[src/rtl/dsp_post_adder_acc.sv]
// DSP48A1-style post-adder/accumulator: X/Z operand muxes, add/subtract with carry-in,
// P register with accumulate feedback, PCOUT cascade and carry outputs.
module dsp_post_adder_acc #(
  parameter int PREG       = 1,
  parameter int OPMODEREG  = 1,
  parameter int CARRYINREG = 1
) (
  input  logic               CLK,
  input  logic               rst_n,
  input  logic               ce_opmode,
  input  logic               ce_carryin,
  input  logic               ce_p,
  input  logic [4:0]         opmode,
  input  logic signed [35:0] m_in,
  input  logic [47:0]        c_in,
  input  logic [47:0]        dab_in,
  input  logic [47:0]        pcin,
  input  logic               carryin,
  output logic [47:0]        p,
  output logic [47:0]        pcout,
  output logic               carryout,
  output logic               carryoutf
);

  logic [4:0]  opmode_eff;
  logic        cin_eff;
  logic [47:0] p_fb;
  logic [47:0] x_mux;
  logic [47:0] z_mux;
  logic [48:0] sum;
  logic [47:0] p_d;
  logic        co_d;
  logic [47:0] p_int;
  logic        co_int;

  // 49-bit add/subtract on zero-extended operands; bit 48 is carry (or borrow).
  function automatic logic [48:0] post_add(input logic [47:0] z, input logic [47:0] x,
                                           input logic cin, input logic sub);
    logic [48:0] z_ext;
    logic [48:0] x_ext;
    logic [48:0] c_ext;
    z_ext = {1'b0, z};
    x_ext = {1'b0, x};
    c_ext = {48'd0, cin};
    if (sub) post_add = z_ext - x_ext - c_ext;
    else     post_add = z_ext + x_ext + c_ext;
  endfunction

  // Stage: optional opmode register
  generate
    if (OPMODEREG != 0) begin : g_opreg
      logic [4:0] opmode_q;
      always_ff @(posedge CLK or negedge rst_n) begin
        if (!rst_n)         opmode_q <= '0;
        else if (ce_opmode) opmode_q <= opmode;
      end
      assign opmode_eff = opmode_q;
    end else begin : g_opdir
      logic unused_ce_opmode;
      assign unused_ce_opmode = ce_opmode;
      assign opmode_eff = opmode;
    end
  endgenerate

  // Stage: optional carry-in register
  generate
    if (CARRYINREG != 0) begin : g_cireg
      logic cin_q;
      always_ff @(posedge CLK or negedge rst_n) begin
        if (!rst_n)          cin_q <= 1'b0;
        else if (ce_carryin) cin_q <= carryin;
      end
      assign cin_eff = cin_q;
    end else begin : g_cidir
      logic unused_ce_carryin;
      assign unused_ce_carryin = ce_carryin;
      assign cin_eff = carryin;
    end
  endgenerate

  always_comb begin
    x_mux = '0;
    case (opmode_eff[1:0])
      2'd0: x_mux = '0;
      2'd1: x_mux = {{12{m_in[35]}}, m_in};
      2'd2: x_mux = p_fb;
      2'd3: x_mux = dab_in;
      default: x_mux = '0;
    endcase
  end

  always_comb begin
    z_mux = '0;
    case (opmode_eff[3:2])
      2'd0: z_mux = '0;
      2'd1: z_mux = pcin;
      2'd2: z_mux = p_fb;
      2'd3: z_mux = c_in;
      default: z_mux = '0;
    endcase
  end

  assign sum  = post_add(z_mux, x_mux, cin_eff, opmode_eff[4]);
  assign p_d  = sum[47:0];
  assign co_d = sum[48];

  // Stage: P / CARRYOUT register; without it, feedback reads as 0 to break the loop
  generate
    if (PREG != 0) begin : g_preg
      logic [47:0] p_q;
      logic        co_q;
      always_ff @(posedge CLK or negedge rst_n) begin
        if (!rst_n) begin
          p_q  <= '0;
          co_q <= 1'b0;
        end else if (ce_p) begin
          p_q  <= p_d;
          co_q <= co_d;
        end
      end
      assign p_fb   = p_q;
      assign p_int  = p_q;
      assign co_int = co_q;
    end else begin : g_pcomb
      logic unused_ce_p;
      assign unused_ce_p = ce_p;
      assign p_fb   = '0;
      assign p_int  = p_d;
      assign co_int = co_d;
    end
  endgenerate

  assign p         = p_int;
  assign pcout     = p_int;
  assign carryout  = co_int;
  assign carryoutf = co_int;

endmodule
[config.mk]
export PLATFORM = sky130hd
export DESIGN_NAME = dsp_post_adder_acc
export DESIGN_NICKNAME = d
export VERILOG_FILES = /design/src/rtl/dsp_post_adder_acc.sv
export SDC_FILE = /design/constraint.sdc
export NUM_CORES = 1
export LEC_CHECK = 0
export BUFFER_PORTS_ARGS = -buffer_cell sky130_fd_sc_hd__buf_2
export CELL_PAD_IN_SITES_DETAIL_PLACEMENT = 0
export CELL_PAD_IN_SITES_GLOBAL_PLACEMENT = 1
export CORE_UTILIZATION = 43
export DETAILED_ROUTE_END_ITERATION = 8
export GPL_TIMING_DRIVEN = 0
export PLACE_DENSITY_LB_ADDON = 0.15
export SLEW_MARGIN = 20
export SYNTH_ARGS = -nofsm -noshare
export SYNTH_HDL_FRONTEND = slang
export SYNTH_SLANG_ARGS = --single-unit
export TNS_END_PERCENT = 50
[constraint.sdc]
create_clock -name CLK -period 10.1 [get_ports CLK]
set_clock_uncertainty 0.2 [all_clocks]
set_input_delay 1.01 -clock CLK [delete_from_list [all_inputs] [get_ports CLK]]
set_output_delay 1.01 -clock CLK [all_outputs]
set_load 0.01 [all_outputs]
* After elaboration in Yosys (flattened, before gate mapping)
Cells that the tools add are included.
** Storage, ports and cells
- Register bits :: 55
- Output and inout bits :: 98
- Word-level logic and storage cells :: 19
** Operators by class
- Add/sub/neg operators :: 4
- Eq/ne operators :: 6
- Muxes and demuxes :: 3
- Reductions and logical operators :: 2
** Operators by type and width (number)
- case mux 48 bit (4 select lines) :: 2
- adder 48 x 48 -> 49 bit :: 1
- adder 49 x 1 -> 49 bit :: 1
- two-way mux 49 bit :: 1
- subtractor 48 x 48 -> 49 bit :: 1
- subtractor 49 x 1 -> 49 bit :: 1
- == test 2 bit, second input constant :: 4
- == test 2 x 1 -> 1 bit, second input constant :: 2
- zero test 2 bit :: 2

* Logic depth before layout (Yosys ltp)
- Depth in word-level cells :: 5
- Gate-level depth with buffers :: 20
- Gate-level depth less buffers :: 17

* Worst setup path after synthesis
No wires, ideal clock.
- Path kind :: register to register
- Start point :: register g_opreg.opmode_q[3]
- End point :: register g_preg.p_q[31] (netlist: p[31])
- Library setup time :: 132 ps
- Arrival :: 4101 ps
- Path slack :: 5667 ps
- Cell stages (with the launch flop) :: 19
- Period minus slack after synthesis :: 4433 ps
- Cell sequence :: dfrtp_1 > buf_4 > clkbuf_1 > clkbuf_1 > mux2_2 > a22oi_1 > fa_1 > inv_1 > ha_1 > nand4b_1 > a21oi_1 > nor2_2 > o41ai_4 > o21ai_2 > o31ai_2 > nor3b_2 > nor2_1 > xor2_1 > o221ai_2
** On the way
- Longest elaborated chain between the ends :: 5
- Elaborated cells between the ends (all ways) :: 10
- Those cells by class :: add/sub (4); eq/ne (3); mux (2); reduce/logical (1)
** Ends and longest elaborated chain
- start, declared :: line 52 : logic [4:0] opmode_q;
- start signal, assigned :: line 55 : else if (ce_opmode) opmode_q <= opmode;
- == test 2 bit, or another cell as far along :: line 94 : case (opmode_eff[3:2])
- case mux 48 bit (4 select lines) * :: line 94
- adder 48 x 48 -> 49 bit or subtractor 48 x 48 -> 49 bit (tied branches) :: line 46, 45
- adder 49 x 1 -> 49 bit or subtractor 49 x 1 -> 49 bit (tied branches) :: line 46, 45
- two-way mux 49 bit * :: line 45 : if (sub) post_add = z_ext - x_ext - c_ext;
- end signal, assigned :: line 117 : p_q <= p_d;
- end, declared :: line 110 : logic [47:0] p_q;
Mark *: on every way between the ends. The rest lies on a longest branch, timed or not.
A chain may end at the register's enable or synchronous reset.

* Final worst setup path
- Start point :: register g_opreg.opmode_q[2]
- End point :: register g_preg.p_q[46] (netlist: p[46])
The elaborated chain is that of the path after synthesis.

==> reports/results.ini <==
[grt]
antenna_found_initial=0
grt_pass1_vias=11300
grt_pass1_wl_mm=64.4
grt_max_degree=40
gr-total-overflow=0
gr-usage-all-layers_pct=32.1

[finish]
n_fill_cell=2593
nets=2075
diodes=0
drive_above_1_share_pct=27.0
area_growth_pct=18.4
utilization_pct=51.8

[sta]
finalHoldViolations=0
tightest_slew_ps=1110
finalCritPeriodShare_pct=68.2
slew_viol_final=0
fin_tns_setup_ps=0
rsz0062_at_grt=no
min_period_ps=6890
fmax_mhz=145
slew_headroom_pct=26.1
final-setup-viol-count=0

[critical_path]
crit_type=reg -> reg
path_max_fanout=10
cp-start-kind=flop
cp.required_ps=10080
worst_ep_arrival_time_ps=6870
critPathCaptureType=flop

[logic_synthesis]
ys_async_sr_fraction_pct=100
synthCells=1446
synthFlopType=dfrtp_1
netlist.area_leader.share_pct=15.8
yosysTopAreaCell=ha_1
synth_common_cells=ha_1, a21oi_1, inv_1, nand2_1, mux2_2
ys_seq_area_share_pct=12.5
yosysMostFrequentCell=ha_1
synth.distinct_cells=77
yosys-top-cells-area=ha_1, dfrtp_1, mux2_2
synth.avg_cell_area_um2=7.62
yosys_register_bits=55
synth.cell_area_um2=11000
synth-edff-count=0
synth_warnings=0
syn_nets=1780

[cts]
cts_sinks=55
postCtsSetupBuffers=0
cts_root_buffer=clkbuf_16
cts_buffers=5
clock_latency_ps=330
tritoncts=yes
path_clk_slew_ps=90
cts_hold_buf=0
cts_htree_levels=2
clockBufferDepth=2
cts-resized-gates=0

[detailed_routing]
vias=11900
detail-route-antenna-nets=0
via_per_inst=5.75
drt-initial-drc-count=985
drc=0
post_drt_wl_per_cell_um=20.7
finalWirelength_mm=42.9
drt-pass1-iter-count=7

[power_and_ir_drop]
power_density_nw_per_um2=295
vdd_ir_drop_max_v=0.000106
finalPower_mw=3.85
p_leak_nw=6.46

[floorplan]
die_h_um=162
start_util_pct=43.7
ioPinCount=289
core_region_area_um2=25200
die_w_um=162
die_area_um2=26300
num_rows=58

[status]
status=finished, final reports clean

[placed_design]
port_buffers=287
place_hpwl_mm=34.3
place.gp.congestion=0.944

[run]
max-cap-violations=0

[worst_hold_path]
hold_class=in -> async

==> registers in the layout, indices dropped and copies added (netlist names) <==
signal,flops
p,48
g_opreg.opmode_q,5
carryout,1
cin_eff,1
==> logic make-up (layout without fill, tap and decap cells) <==
group / after synthesis / in the layout / synth area share, %
buf+inv: 254 / 550 / 10.4
xor+xnor: 80 / 80 / 6.36
simple gates: 332 / 332 / 13.9
flops: 55 / 55 / 12.5
mux: 113 / 113 / 11.4
fa+ha+maj: 143 / 143 / 16.5
compound gates: 469 / 469 / 28.9
==> power by group <==
part | internal [mW] | switching [mW]
logic | 1.36 | 1.80
clock network | 0.0940 | 0.109
registers | 0.321 | 0.157
total | 1.78 | 2.07
==> layer usage <==
layer | GRT usage (%) | up-vias | wire length [um]
met4 | 7.98 | 0 | 981
met5 | 0 | - | 0
met2 | 53.7 | 445 | 19800
met1 | 42.7 | 5706 | 18900
met3 | 5.31 | 55 | 3190
li1 | - | 5711 | -
==> cells in the final DEF, fill, tap and decap left out, types with 13 or more instances in the layout <==
master,instances
a21o_1,48
a21oi_1,137
a22o_1,72
a31oi_1,16
buf_2,292
buf_4,51
clkbuf_1,62
dfrtp_1,55
ha_1,139
inv_1,130
mux2_2,101
nand2_1,116
nand2b_1,14
nand3_1,16
nand4_1,17
nor2_1,97
nor2b_1,13
nor3_1,16
o21a_1,14
o21ai_0,70
o21bai_1,15
or3_1,14
xnor2_1,47
xor2_1,33
==> final cells by class <==
type | instances | area (um^2) | share of cell area (%)
sequential | 55 | 1380 | 10.6
tap | 330 | 413 | 3.17
clock inverter | 3 | 22.5 | 0.173
timing repair buffer | 288 | 1470 | 11.2
buffer | 124 | 661 | 5.06
clock buffer | 5 | 125 | 0.959
multi-input combinational | 1137 | 8490 | 65.1
inverter | 130 | 488 | 3.74
==> worst paths after layout <==
path                                     start             endpoint  slack (ps)  depth (start not counted)
max                        g_opreg.opmode_q[2]                p[46]        3210                         16
min                                      rst_n                p[41]         360                          1
max reg2reg                g_opreg.opmode_q[2]                p[46]        3210                         16
min reg2reg                              p[37]                p[37]         390                          1
max in group asynchronous                rst_n  g_opreg.opmode_q[1]        8800                          2
min in group CLK                         p[37]                p[37]         390                          1
==> critical path, stage by stage, from the launching register on <==
cell      delay (ps)
dfrtp_1          360
buf_2            170
nor2b_1          150
clkbuf_1         500
clkbuf_1         810
a22oi_1          320
fa_1             540
fa_1             450
and2b_1          230
o211ai_1         180
a211oi_1         840
a21oi_1          240
a21oi_1          520
nor3_1           190
o32ai_1          650
mux2i_1          250
o221ai_1         140
==> metrics by stage <==
step	cell area, um^2	hold WS [ps]	cells	setup WS [ps]
after detailed placement	12900	370	2064	3510
after CTS	13000	366	2072	3480
after global routing	13000	377	2072	3030
after global placement	12900	366	2063	3460
after floorplan	11000	374	1446	5670
final	13000	364	2072	3210
Note: power is estimated with default switching activity, not from simulation.
